## src/rtl/seg_display_pkg.sv

```systemverilog
// Shared constants for the 8-digit seven-segment display: digit count,
// blank pattern, hex segment table and the leading-zero test.
package seg_display_pkg;

  localparam int unsigned NUM_DIGITS = 8;
  localparam logic [6:0]  SEG_BLANK  = 7'h7F;

  typedef logic [2:0] digit_idx_t;

  // Active-low gfedcba patterns, entry 15 first so HEX_SEG[n] decodes nibble n.
  localparam logic [15:0][6:0] HEX_SEG = {
    7'h0E, 7'h06, 7'h21, 7'h46,   // F E d C
    7'h03, 7'h08, 7'h10, 7'h00,   // b A 9 8
    7'h78, 7'h02, 7'h12, 7'h19,   // 7 6 5 4
    7'h30, 7'h24, 7'h79, 7'h40    // 3 2 1 0
  };

  // A digit is a leading zero when it and every higher nibble of its group are zero.
  function automatic logic is_leading_zero(input logic [15:0] group, input logic [1:0] pos);
    logic [15:0] upper;
    upper = group >> {pos, 2'b00};
    return (pos != 2'd0) && (upper == 16'h0000);
  endfunction

endpackage

```

## src/rtl/hex_to_seg7.sv

```systemverilog
// Combinational nibble to active-low seven-segment decoder.
module hex_to_seg7
  import seg_display_pkg::*;
(
  input  logic [3:0] nibble_i,
  output logic [6:0] seg_o
);

  always_comb begin
    seg_o = HEX_SEG[nibble_i];
  end

endmodule

```

## src/rtl/seg7_scan_driver.sv

```systemverilog
// Multiplexed 8-digit hex display driver with frame-synchronous value update
// and optional per-group leading-zero blanking.
module seg7_scan_driver
  import seg_display_pkg::*;
#(
  parameter int unsigned REFRESH_DIV   = 100000,
  parameter bit          BLANK_LEADING = 1'b1
) (
  input  logic        Clk,
  input  logic        Reset,
  input  logic [15:0] ValueHi,
  input  logic [15:0] ValueLo,
  input  logic        Load,
  output logic [6:0]  out7,
  output logic [7:0]  en_out,
  output logic        FrameDone
);

  localparam int unsigned CW = $clog2(REFRESH_DIV);

  logic [CW-1:0] presc_q, presc_d;
  digit_idx_t    digit_q, digit_d;
  logic [31:0]   pend_q, pend_d;
  logic          pend_vld_q, pend_vld_d;
  logic [31:0]   disp_q, disp_d;
  logic [6:0]    out7_q, out7_d;
  logic [7:0]    en_q, en_d;
  logic          done_q, done_d;

  logic          tick;
  logic          frame_end;
  logic [15:0]   group;
  logic [15:0]   group_shift;
  logic [3:0]    nibble;
  logic [6:0]    seg;
  logic          blank;

  assign tick        = (presc_q == CW'(REFRESH_DIV - 1));
  assign frame_end   = tick && (digit_q == digit_idx_t'(NUM_DIGITS - 1));
  assign group       = digit_q[2] ? disp_q[31:16] : disp_q[15:0];
  assign group_shift = group >> {digit_q[1:0], 2'b00};
  assign nibble      = group_shift[3:0];
  assign blank       = BLANK_LEADING && is_leading_zero(group, digit_q[1:0]);

  hex_to_seg7 u_dec (
    .nibble_i (nibble),
    .seg_o    (seg)
  );

  always_comb begin
    presc_d    = tick ? '0 : presc_q + 1'b1;
    digit_d    = tick ? digit_q + 1'b1 : digit_q;
    pend_d     = pend_q;
    pend_vld_d = pend_vld_q;
    disp_d     = disp_q;
    // A load landing on the boundary bypasses pending so it is shown this frame.
    if (frame_end) begin
      if (Load) begin
        disp_d = {ValueHi, ValueLo};
      end else if (pend_vld_q) begin
        disp_d = pend_q;
      end
      pend_vld_d = 1'b0;
    end else if (Load) begin
      pend_d     = {ValueHi, ValueLo};
      pend_vld_d = 1'b1;
    end
  end

  always_comb begin
    out7_d = blank ? SEG_BLANK : seg;
    en_d   = blank ? '1 : ~(8'b1 << digit_q);
    done_d = frame_end;
  end

  always_ff @(posedge Clk or negedge Reset) begin
    if (!Reset) begin
      presc_q    <= '0;
      digit_q    <= '0;
      pend_q     <= '0;
      pend_vld_q <= 1'b0;
      disp_q     <= '0;
      out7_q     <= SEG_BLANK;
      en_q       <= '1;
      done_q     <= 1'b0;
    end else begin
      presc_q    <= presc_d;
      digit_q    <= digit_d;
      pend_q     <= pend_d;
      pend_vld_q <= pend_vld_d;
      disp_q     <= disp_d;
      out7_q     <= out7_d;
      en_q       <= en_d;
      done_q     <= done_d;
    end
  end

  assign out7      = out7_q;
  assign en_out    = en_q;
  assign FrameDone = done_q;

endmodule
```

## config.mk

```make
export PLATFORM = sky130hd
export DESIGN_NAME = seg7_scan_driver
export DESIGN_NICKNAME = d
export VERILOG_FILES = /design/src/rtl/seg_display_pkg.sv /design/src/rtl/hex_to_seg7.sv /design/src/rtl/seg7_scan_driver.sv
export SDC_FILE = /design/constraint.sdc
export NUM_CORES = 1
export LEC_CHECK = 0
export ABC_AREA = 1
export ABC_CLOCK_PERIOD_IN_PS = 2100
export CELL_PAD_IN_SITES_DETAIL_PLACEMENT = 2
export CELL_PAD_IN_SITES_GLOBAL_PLACEMENT = 2
export CORE_MARGIN = 1
export CORE_UTILIZATION = 31
export DETAILED_ROUTE_END_ITERATION = 10
export GPL_TIMING_DRIVEN = 1
export MAX_ROUTING_LAYER = met4
export PLACE_DENSITY_LB_ADDON = 0.1
export SETUP_SLACK_MARGIN = 0.2
export SLEW_MARGIN = 30
export SYNTH_ARGS = -nofsm -noshare
export SYNTH_HDL_FRONTEND = slang
export SYNTH_SLANG_ARGS = --single-unit
```

## constraint.sdc

```tcl
create_clock -name Clk -period 2.1 [get_ports Clk]
set_clock_uncertainty 0.05 [all_clocks]
set_input_delay 0.315 -clock Clk [delete_from_list [all_inputs] [get_ports Clk]]
set_output_delay 0.315 -clock Clk [all_outputs]
set_load 0.02 [all_outputs]
```

* Word-level counts from Yosys, hierarchy flattened
Memories as Yosys holds them, arrays and structs flattened.
Index checks and enable logic that the tools add are counted.
** Word-level totals
- Output and inout bits :: 16
- Flip-flop bits (word level) :: 101
- Memories :: 1
- Memory bits (read-only) :: 112
- Input port bits :: 35
** Memory list
- (no name shown) :: words 16, bits a word 7, read ports 1, clocked after memory_dff 0, wr ports 0, line hex_to_seg7.sv:10 : seg_o = HEX_SEG[nibble_i];
** Operators by class
- Magnitude comparators :: 1
- Mux-type cells :: 9
- Add/sub/neg operators :: 2
- Bitwise gates (word level) :: 2
- Reduce and logical (&&, ||, !) cells :: 8
- Shift-type cells :: 2
- Equal/unequal tests :: 2
** Operators with widths (number)
- two-way mux 32 bit :: 2
- adder 17 x 1 -> 17 bit, second input constant :: 1
- equality test 17 bit, second input constant :: 1
- two-way mux 17 bit :: 1
- zero test 16 bit :: 1
- two-way mux 16 bit :: 1
- >> shifter 16 x 4 -> 16 bit :: 1
- two-way mux 7 bit :: 2
- two-way mux 8 bit :: 1
- NOT 8 bit :: 1
- << shifter 1 x 3 -> 8 bit, first input constant :: 1
- nonzero test 2 bit :: 3
- less-than comparator 4 x 5 -> 1 bit, second input constant :: 1
- AND reduction 2 bit :: 2
- adder 3 x 1 -> 3 bit, second input constant :: 1
- equality test 3 bit, second input constant :: 1
- logical AND 1 bit :: 2
- two-way mux 1 bit :: 2
- NOT 1 bit :: 1

* Logic depth before layout (Yosys ltp)
Gate-level depths: netlist (run 1).
- Word-level depth :: 5
- Mapped depth :: 15
- Depth with buffers taken out :: 13

* Hierarchy
From an unflattened synthesis (run 1), not the netlist that was laid out.
** Unflattened totals
- Cell total of the unflattened synthesis :: 618
- Area, all modules :: 5261.3 µm²
** By module, submodules not included
- seg7_scan_driver :: times used 1, cells an instance 569, area an instance 4987.3 µm², seq. area each 2546.2 µm²
- hex_to_seg7 :: times used 1, cells an instance 49, area an instance 274.0 µm², seq. area each 0.0 µm²

* Worst setup path after synthesis (run 1)
Ideal clock, no wire load.
- Kind :: reg2reg
- From :: reg digit_q[0]
- To :: reg out7_q[4] (netlist: out7[4])
- Required time :: 1.986 ns
- Arrival time :: 1.930 ns
- Setup slack :: 0.055 ns
- Path buffers :: 3
- Library setup time :: 0.064 ns
- Cell stages (with the launch flop) :: 16
- Cells stage by stage :: dfrtp_1 > buf_4 > inv_1 > buf_2 > nand3_1 > nand2_1 > nand2_1 > nand2_1 > ha_1 > inv_1 > nor2_1 > nand3_1 > a21oi_2 > nand2_2 > buf_6 > nand3_1
** Between the ends
- Word-level cells in the longest chain between the ends :: 4
- Elaborated cells on any way between the ends :: 7
- Those cells by class :: 1 x shift; 2 x mux; 3 x reduce/logical; 1 x memory
** RTL lines
- from (decl) :: line seg7_scan_driver.sv:22 : digit_idx_t digit_q, digit_d;
- from (signal assigned) :: line seg7_scan_driver.sv:88 : digit_q <= digit_d;
- >> shifter 16 x 4 -> 16 bit :: line seg_display_pkg.sv:21 : upper = group >> {pos, 2'b00};
- memory read (16 x 7 bit) / zero test 16 bit (equally long branches)
- two-way mux 7 bit (implied by the code) / logical AND 1 bit (equally long branches) :: line hex_to_seg7.sv:10, seg_display_pkg.sv:22
- two-way mux 7 bit (*) :: line seg7_scan_driver.sv:71 : out7_d = blank ? SEG_BLANK : seg;
- via out7_d[4] :: line seg7_scan_driver.sv:26 : logic [6:0] out7_q, out7_d;
- to (signal assigned) :: line seg7_scan_driver.sv:92 : out7_q <= out7_d;
- to (decl) :: line seg7_scan_driver.sv:26
Mark *: on every way through the listed nets, which the timed path passes. The rest lies on a longest branch. The select of a mux whose other input is x is not followed.
A chain may end at the register's enable or synchronous reset.

* Final worst setup path (run 1)
- From :: reg digit_q[2]
- To :: reg en_q[6] (netlist: en_out[6])
** Between the ends
- Word-level cells in the longest chain between the ends :: 5
- Elaborated cells on any way between the ends :: 7
- Those cells by class :: 2 x shift; 2 x mux; 1 x bitwise; 2 x reduce/logical
** RTL lines
- two-way mux 16 bit :: line seg7_scan_driver.sv:40 : assign group = digit_q[2] ? disp_q[31:16] : disp_q[15:0];
- >> shifter 16 x 4 -> 16 bit :: line seg_display_pkg.sv:21
- zero test 16 bit :: line seg_display_pkg.sv:22 : return (pos != 2'd0) && (upper == 16'h0000);
- logical AND 1 bit :: line seg_display_pkg.sv:22
- two-way mux 8 bit (*) :: line seg7_scan_driver.sv:72 : en_d = blank ? '1 : ~(8'b1 << digit_q);
- via en_d[6] :: line seg7_scan_driver.sv:27 : logic [7:0] en_q, en_d;
- to (signal assigned) :: line seg7_scan_driver.sv:93 : en_q <= en_d;
- to (decl) :: line seg7_scan_driver.sv:27
Mark *: on every way through the listed nets, which the timed path passes. The rest lies on a longest branch.

==> impl_metrics.csv, run 1 <==
group,metric,value,unit
die,floorplan.initialDensity,0.3165,
routing,drtAntennaViolNets,0,
power,p_seq_frac,0.487,
worst_setup_path,crit_buf_inv,2,
timing,period_minus_slack,2.051,ns
cts,clk_pin_slew,0.07,ns
die,die_height,131.9,um
worst_setup_path,r2r_setup_slack,0.05,ns
power,power.leakage,3.491,nW
die,num_io_pins,51,
routing,drc,0,
finish,final_util,0.4339,
cts,cts_buffers,9,
global_routing,grt_pass1_wl,24920,um
place,dpl_cell_area,6055,um^2
die,row_count,47,
finish,final_common_cell,"nand2_1",
global_routing,grt_usage,0.1874,
power,power_frac_comb,0.074,
finish,nNetsFinal,756,
timing,finalHoldViolations,0,
routing,drt-pass1-iter-count,4,
timing,relSlewSlack,0.7326,
place,routabilityCongestion,0.8664,
routing,wl_per_cell,17.80,um
power,sw_frac_of_total,0.2279,
synthesis,synth_cell_types,34,
global_routing,antenna_found_initial,0,
global_routing,overflow,0,
finish,fillers,1742,
worst_setup_path,cp-end-kind,"register",
routing,drt_iter0_drc,161,
timing,period_share,0.9767,
synthesis,synthesis.nets,664,
worst_setup_path,start_kind,"register",
worst_setup_path,crit_slowest_cell,"dfrtp_2",
worst_setup_path,cp_top_family,"simple AND/OR/NAND/NOR gates",
timing,max_freq,487.5,MHz
worst_setup_path,required,2.34,ns
status,outcome,"completed",
synthesis,avgSynthCellArea,8.490,um^2
synthesis,synth-main-ff-cell,"dfrtp_1",
synthesis,synthCells,616,
timing,setup_viol,0,
place,dp_cells,884,
power,p_switching,949.4,uW
run,cap_violations,0,
worst_setup_path,cp_cell_sequence,"clkbuf_16 > nand2_2 > nand3_1 > nand2_1 > nand2_1 > nand2_2 > ha_4 > inv_2 > nor2_2 > nand3_2 > a21oi_4 > nand2_4 > nand3_2",
finish,instances_no_fill,932,
finish,layout_common_cells,"nand2_1 (188), dfrtp_1 (83), clkdlybuf4s50_1 (48)",
routing,finalWirelength,16590,um
timing,finalMaxSlewViolations,0,
cts,ctsLongestPathBuffers,2,
cts,cts_sinks,101,
die,dieArea,17400,um^2
power,cellPowerDensity,581.0,nW/um^2
routing,dr_total_vias,4560,
synthesis,yosys_warnings,0,
synthesis,async_flop_share,1.000,
power,pwr-share-clk,0.439,
timing,fin_tns_setup,0,ns
synthesis,synthesis.area,5230,um^2
worst_hold_path,min_path_type,"in2async",
finish,layout-drive-gt1-share,0.2795,
worst_setup_path,worstSetupPathType,"reg2reg",
global_routing,grt_max_degree,40,
finish,num_antenna_cells,0,
worst_setup_path,cp_max_fo,7,
worst_setup_path,critPathMaxStageDelay,0.51,ns
power,ir_drop,0.0004799,V
cts,insertion_delay,0.36,ns
cts,htreeDepth,3,
synthesis,yosysSeqAreaShare,0.4868,
timing,tightestPinTransition,0.4012,ns
die,dieWidth,131.9,um
place,port-buffer-count,50,
power,p_total,4.165,mW
cts,cts_tree,"built",
global_routing,grt_pass1_vias,4893,
synthesis,synth-seq-cells,101,
synthesis,synth_enable_flop_cells,0,
cts,root_buffer,"clkbuf_16",
worst_setup_path,crit_arrival,2.29,ns
finish,fin_area,7169,um^2
finish,syn_to_final_growth,37.08,%
place,dp.final_hpwl,10630,um
timing,rsz0062_at_grt,"true",
die,core_area,16520,um^2
power,p_int,3.216,mW
routing,routed_via_density,4.893,
-- repair_timing --
item | in CTS | in global routing
pin swaps | 5 | 25
endpoints found under the hold margin | 25 | 0
cloned | 2 | 9
gates resized for setup | 13 | 88
buffers inserted | 10 | 11
setup endpoints to repair | 43 | 81
hold buffers | 1 | 0
-- cell families after synthesis --
group | share of synthesized area
XOR/XNOR | 0.006700
AND/OR/NAND/NOR | 0.2610
adder cells (fa/ha/maj) | 0.03110
buffers and inverters | 0.07153
AO/OA/AOI/OAI | 0.1026
multiplexers | 0.04019
flip-flops | 0.4868
-- sequential cells by signal, summed over array words and instances (netlist names) --
name	count
disp_q	32
pend_q	32
presc_q	17
en_out	8
out7	7
digit_q	3
FrameDone	1
pend_vld_q	1
-- routing by layer --
layer / global-route usage / share of wire
met1: 0.2243 / 0.43
met5: - / 0
met4: 0.05556 / 0.019
met3: 0.03268 / 0.024
met2: 0.3216 / 0.53
-- path summary, 6_finish.rpt --
check,startpoint,to,cells after the start
worst min register to register,pend_q[11]$_DFFE_PN0P_,pend_q[11]$_DFFE_PN0P_,2
worst max register to register,digit_q[2]$_DFFE_PN0N_,en_out[6]$_DFF_PN1_,13
worst min-delay path,Reset,presc_q[4]$_DFF_PN0_,2
max in group asynchronous,Reset,out7[0]$_DFF_PN1_,3
min in group Clk,pend_q[11]$_DFFE_PN0P_,pend_q[11]$_DFFE_PN0P_,2
worst max-delay path,digit_q[2]$_DFFE_PN0N_,en_out[6]$_DFF_PN1_,13
-- worst reg2reg max path, delay by kind of cell, from the launching register on --
| kind | cells | cell delay, ns |
|---|---|---|
| compound gates | 1 | 0.21 |
| fa+ha+maj | 1 | 0.14 |
| buf+inv | 2 | 0.23 |
| flops | 1 | 0.51 |
| simple gates | 9 | 0.84 |
-- per-stage QoR --
step                setup slack, ns  hold slack [ns]
finish                      0.04886           0.3786
floorplan                    0.2002         -0.03059
global placement             0.1535           0.2251
CTS                         0.09349           0.3939
detailed placement          0.04201           0.2244
global route               -0.06203           0.4175
-- power by group through the flow --
stage	registers [mW]	logic [mW]	clock network, mW
floorplan	2.06	0.137	0
global placement	2.06	0.286	0
detailed placement	2.07	0.298	0
CTS	2.03	0.301	1.89
global route	2.04	0.348	1.94
finish	2.03	0.309	1.83
-- cell usage after synthesis (4+ instances only) --
library cell	instances	area share
o21ai_0	30	0.029
mux2i_1	21	0.040
nand2_1	219	0.16
inv_1	46	0.033
nand3_1	62	0.059
buf_4	6	0.0086
nor2_1	19	0.014
nand2_2	4	0.0048
clkbuf_1	4	0.0029
a21oi_1	7	0.0067
o21ai_2	33	0.055
nand4_1	7	0.0084
dfstp_2	15	0.075
buf_2	5	0.0048
dfrtp_1	86	0.41
ha_1	13	0.031
o21ai_1	6	0.0057
buf_6	9	0.019
-- cell type report --
cell class | instances | area, um^2 | share of cell area
multi-input cells | 442 | 2640 | 0.3682
flip-flops and latches | 101 | 2550 | 0.3557
repair buffers | 106 | 1195 | 0.1667
well taps | 220 | 275.3 | 0.03839
clock buffers | 12 | 246.5 | 0.03438
inverters | 48 | 193.9 | 0.02705
clock inverters | 3 | 68.82 | 0.009599
No activity file was read; power rests on OpenSTA's default activity.
==> inputs of run 2 (changes only) <==
Settings changed: CORE_MARGIN 1 to 2.
==> run 2 against run 1 <==
Register-to-register slack lost 0.05 ns. Utilization shrank 2.4 points. Routed wire length shrank 3.2%. Sequential power is essentially flat. Clock-buffer cell count shrank 2. Die area grew 3.1%. Combinational power grew 3%. Power shrank 6.8%. Final area shrank 5.5%.
==> impl_metrics.csv, run 2 (synthesized netlist as in run 1, its figures left out) <==
group,metric,value,unit
die,num_io_pins,51,
global_routing,grt_pass1_wl,25030,um
global_routing,overflow,0,
worst_setup_path,required,2.34,ns
timing,max_freq,476.9,MHz
place,routabilityCongestion,0.8304,
timing,period_minus_slack,2.097,ns
die,row_count,47,
finish,fin_area,6771,um^2
die,die_height,133.9,um
cts,ctsLongestPathBuffers,2,
routing,drc,0,
place,dp.final_hpwl,10220,um
cts,insertion_delay,0.36,ns
cts,cts_tree,"built",
cts,root_buffer,"clkbuf_16",
status,outcome,"completed",
power,cellPowerDensity,573.1,nW/um^2
worst_setup_path,r2r_cells,14,
routing,dr_total_vias,4449,
timing,rsz0062_at_grt,"true",
die,core_area,16520,um^2
finish,layout-drive-gt1-share,0.2329,
global_routing,grt_usage,0.1818,
finish,largest_registers,"disp_q: 32 flops, pend_q: 32 flops, presc_q: 17 flops",
finish,nNetsFinal,744,
worst_setup_path,crit_arrival,2.33,ns
die,dieWidth,133.9,um
finish,syn_to_final_growth,29.47,%
routing,drtAntennaViolNets,0,
worst_setup_path,start_kind,"register",
worst_setup_path,cp-end-kind,"register",
place,port-buffer-count,50,
finish,num_antenna_cells,0,
routing,drt-pass1-iter-count,4,
timing,finalMaxSlewViolations,0,
finish,final_util,0.4098,
die,dieArea,17930,um^2
cts,clk_pin_slew,0.07,ns
routing,drt_iter0_drc,140,
run,cap_violations,0,
worst_setup_path,cp_max_fo,7,
timing,tightestPinTransition,0.5854,ns
place,dpl_cell_area,5984,um^2
finish,layout_common_cells,"nand2_1 (203), dfrtp_1 (85), nand3_1 (50)",
routing,wl_per_cell,17.45,um
timing,finalHoldViolations,0,
cts,cts_sinks,101,
power,ir_drop,0.0003565,V
timing,period_share,0.9984,
timing,setup_viol,0,
power,power.leakage,3.315,nW
global_routing,grt_max_degree,102,
global_routing,grt_pass1_vias,4789,
routing,routed_via_density,4.836,
die,floorplan.initialDensity,0.3165,
finish,final_common_cell,"nand2_1",
global_routing,antenna_found_initial,0,
worst_hold_path,min_path_type,"in2reg",
worst_hold_path,min_path_cells,4,
cts,htreeDepth,3,
worst_setup_path,worstSetupPathType,"reg2reg",
routing,finalWirelength,16060,um
timing,relSlewSlack,0.6097,
cts,cts_buffers,9,
## run 2: cell types whose count changed in the layout (fill, tap and decap cells not counted), moves of 5 or more
cell | before | now
nand3_1 | 45 | 50
nand2_1 | 188 | 203
nand2_2 | 21 | 16
nand3_2 | 17 | 11
nand2_4 | 16 | 6
o21ai_0 | 30 | 25
## run 2: cell type report
class	count	area, um^2
fill	1820	9753
clock inverter	5	28.78
inverter	48	187.7
tap	220	275.3
multi-input combinational	442	2529
clock buffer	10	229.0
sequential	101	2547
timing repair buffer	94	974.7
## run 2: power by group
group | internal, mW | leakage, nW | switching [mW] | total, mW
sequential | 2.00 | 1.28 | 0.0287 | 2.03
combinational | 0.140 | 1.91 | 0.176 | 0.317
clock | 0.790 | 0.122 | 0.745 | 1.54
## run 2: critical path, stage by stage, from the launching register on
cell and delay [ns]:
dfrtp_1 0.41, buf_6 0.15, buf_8 0.14, nand2_4 0.06
nand3_2 0.08, nand2_2 0.09, nand2_2 0.07, nand2_2 0.11
ha_4 0.14, inv_2 0.03, nor2_1 0.08, nand3_1 0.13
a21oi_4 0.24, nand2_4 0.14, nand3_2 0.09
## run 2: metal layers
| layer | global-route usage | share of wire | vias up | wire [um] |
|---|---|---|---|---|
| met3 | 0.04422 | 0.029 | 15 | 460 |
| li1 | - | - | 2148 | - |
| met1 | 0.2229 | 0.44 | 2238 | 7108 |
| met5 | - | 0 | - | 0 |
| met2 | 0.3100 | 0.52 | 48 | 8281 |
| met4 | 0.02955 | 0.013 | 0 | 205 |
## run 2: repair_timing
item                                    4_1_cts  5_1_grt
pin swaps                                    19       13
endpoints found under the setup margin       43       80
hold endpoints to repair                      0        4
buffers inserted                             14        4
gates resized for setup                      42       25
hold buffers                                  0        1
gates cloned                                  1        7
## run 2: per-stage QoR
step / setup WS [ns] / TNS [ns] / hold slack, ns / power (mW) / std cells
after floorplan: 0.2002 / 0 / -0.03059 / 2.194 / 616
after global placement: 0.07898 / 0 / 0.3826 / 2.340 / 878
after detailed placement: -0.02996 / -0.08155 / 0.3905 / 2.357 / 878
after CTS: 0.03589 / 0 / 0.005050 / 3.933 / 908
after global routing: -0.08087 / -0.8340 / 0.3505 / 4.084 / 920
final: 0.003278 / 0 / 0.3382 / 3.881 / 920
## run 2: worst paths after layout
check                      slack, ns                endpoint              startpoint
setup / recovery               0.003       out7[4]$_DFF_PN1_  digit_q[2]$_DFFE_PN0N_
max in group asynchronous       1.02  pend_q[10]$_DFFE_PN0P_                   Reset
min in group asynchronous       0.52   presc_q[12]$_DFF_PN0_                   Reset
hold reg to reg                 0.43   pend_q[6]$_DFFE_PN0P_   pend_q[6]$_DFFE_PN0P_
hold / removal                  0.34  pend_vld_q$_DFFE_PN0P_                    Load
setup reg to reg               0.003       out7[4]$_DFF_PN1_  digit_q[2]$_DFFE_PN0N_
==> inputs of run 3 (changes only) <==
Settings changed: ABC_CLOCK_PERIOD_IN_PS 2100 to 2000, CORE_UTILIZATION 31 to 35.
Clock period 2.1 ns to 2 ns, I/O delays scaled along.
==> run 3 against run 2 <==
The run now ends with setup timing left. Utilization increased by 9.8 points. Clock power increased by 18%. Largest cell class is now multi-input gates. Clock-buffer cell count increased by 2. Maximum frequency fell by 2.2%. Largest power group unchanged. Cell count is 0.98% lower. Sequential share of layout area fell by 3.2 points. Non-clock buffer count increased by 25.
==> impl_metrics.csv, run 3 (synthesized netlist as in run 1, its figures left out) <==
group,metric,value,unit
status,outcome,"finished, violations left",
status,violations,"setup timing",
routing,drt_iter0_drc,174,
worst_setup_path,start_kind,"register",
finish,syn_to_final_growth,41.53,%
worst_setup_path,crit_slowest_cell,"dfrtp_2",
global_routing,grt_pass1_vias,5154,
worst_setup_path,r2r_cells,13,
die,core_area,14590,um^2
cts,cts_tree,"built",
finish,layout_common_cells,"nand2_1 (179), dfrtp_1 (82), inv_1 (39), nand3_1 (39), buf_4 (39)",
die,num_io_pins,51,
cts,cts_sinks,101,
finish,fillers,1525,
power,cellPowerDensity,583.6,nW/um^2
worst_setup_path,crit_buf_inv,2,
worst_setup_path,crit_arrival,2.40,ns
power,p_switching,1.080,mW
worst_hold_path,min_path_type,"in2async",
finish,largest_registers,"disp_q: 32 flops, pend_q: 32 flops, presc_q: 17 flops",
power,p_seq_frac,0.494,
place,dp_cells,848,
power,ir_drop,0.0004859,V
routing,dr_total_vias,4905,
power,p_total,4.320,mW
worst_setup_path,reg2reg_to,"out7[2]$_DFF_PN1_",
cts,clk_pin_slew,0.08,ns
power,power_frac_comb,0.086,
die,dieArea,15940,um^2
timing,finalMaxSlewViolations,0,
finish,instances_no_fill,911,
worst_setup_path,worstSetupPathType,"reg2reg",
worst_setup_path,cp_top_family,"simple AND/OR/NAND/NOR gates",
timing,period_share,1.072,
finish,final_common_cell,"nand2_1",
finish,num_antenna_cells,0,
worst_setup_path,cpMostUsedCell,"nand3_2",
routing,wl_per_cell,23.29,um
routing,finalWirelength,21220,um
timing,setup_viol,16,
place,dpl_worst_slack,-0.02576,ns
routing,routed_via_density,5.384,
cts,root_buffer,"clkbuf_16",
global_routing,grt_max_degree,44,
worst_setup_path,cp_cell_sequence,"clkbuf_16 > nand2_4 > nand3_2 > nand2_1 > nand2_1 > nand2_2 > ha_4 > inv_2 > nor2_4 > nand3_2 > a21oi_4 > nand2_4 > nand3_2",
timing,relSlewSlack,0.6755,
worst_setup_path,r2r_setup_slack,-0.14,ns
die,dieWidth,126.2,um
timing,max_freq,466.3,MHz
run,cap_violations,0,
die,die_height,126.2,um
global_routing,grt_pass1_wl,28540,um
place,port-buffer-count,50,
timing,period_minus_slack,2.145,ns
timing,rsz0062_at_grt,"true",
finish,nNetsFinal,770,
routing,drtAntennaViolNets,0,
routing,drc,0,
worst_setup_path,cp_max_fo,7,
global_routing,grt_usage,0.2345,
global_routing,overflow,0,
power,power.leakage,3.700,nW
worst_setup_path,critPathMaxStageDelay,0.52,ns
cts,insertion_delay,0.37,ns
timing,tightestPinTransition,0.4868,ns
worst_setup_path,crit-reg2reg-launch,"digit_q[2]$_DFFE_PN0N_",
routing,drt-pass1-iter-count,4,
place,routabilityCongestion,0.8719,
worst_setup_path,required,2.25,ns
power,pwr-share-clk,0.420,
place,dp.final_hpwl,10940,um
worst_setup_path,cp-end-kind,"register",
power,p_int,3.240,mW
power,sw_frac_of_total,0.2500,
worst_setup_path,critPathLaunch,"digit_q[2]$_DFFE_PN0N_",
global_routing,antenna_found_initial,0,
timing,finalHoldViolations,0,
cts,cts_buffers,9,
cts,htreeDepth,3,
timing,setup_slack,-0.1448,ns
die,floorplan.initialDensity,0.3585,
die,row_count,44,
finish,layout-drive-gt1-share,0.3260,
cts,ctsLongestPathBuffers,2,
## run 3: worst max path at each step
stage,to,slack [ns],cells past startpoint
after detailed placement,out7[2]$_DFF_PN1_,-0.03,12
after global routing,out7[2]$_DFF_PN1_,-0.21,13
final,out7[2]$_DFF_PN1_,-0.14,13
after global placement,out7[3]$_DFF_PN1_,0.08,12
after floorplan,out7[4]$_DFF_PN1_,0.16,15
after CTS,out7[2]$_DFF_PN1_,0.03,13
## run 3: layout make-up
class                      count  area, um^2  area share
clock buffer                  12       236.5     0.03195
inverter                      48       190.2     0.02569
tap                          184       230.2     0.03110
sequential                   101        2551      0.3447
clock inverter                 4       48.80    0.006592
multi-input combinational    443        2773      0.3746
timing repair buffer         119        1373      0.1854
## run 3: worst register-to-register path: cells and delay by family (launching register included)
kind	cells	cell delay [ns]
AND/OR/NAND/NOR	9	0.92
flip-flops	1	0.52
buffers and inverters	2	0.25
AO/OA/AOI/OAI	1	0.20
adder cells (fa/ha/maj)	1	0.14
## run 3: through the flow
stage	instance area, um^2	hold slack (ns)	setup TNS, ns	util
after floorplan	5275	-0.04559	0	-
after global placement	6050	0.2379	0	0.4147
after detailed placement	6050	0.2358	-0.07178	0.4147
after CTS	6770	0.4059	0	0.4641
after global routing	7402	0.4176	-2.832	0.5074
final	7402	0.3883	-1.545	0.5074
## run 3: timing repair
| action | in CTS | in global routing |
|---|---|---|
| hold endpoints to repair | 30 | 0 |
| gates cloned | 7 | 7 |
| hold buffers | 1 | 0 |
| pin swaps | 8 | 22 |
| resized for setup | 57 | 97 |
| setup endpoints to repair | 92 | 86 |
| buffers inserted | 15 | 17 |
## run 3: routing by layer
layer  global-route usage  vias up  part of all wire  routed length (um)
li1                     -     2205                 -                   -
met1               0.2789     2548              0.40                8539
met2               0.4187      100              0.54               11380
met3              0.02506       52             0.026                 562
met4              0.07046        0             0.035                 737
met5                    -        -                 0                   0
## run 3: power groups by stage
stage	Clock [mW]	Combinational, mW	Sequential [mW]
4_1_cts	1.81	0.346	2.13
6_report	1.81	0.371	2.13
3_3_place_gp	0	0.300	2.16
2_1_floorplan	0	0.144	2.16
3_5_place_dp	0	0.316	2.17
5_1_grt	1.94	0.412	2.14
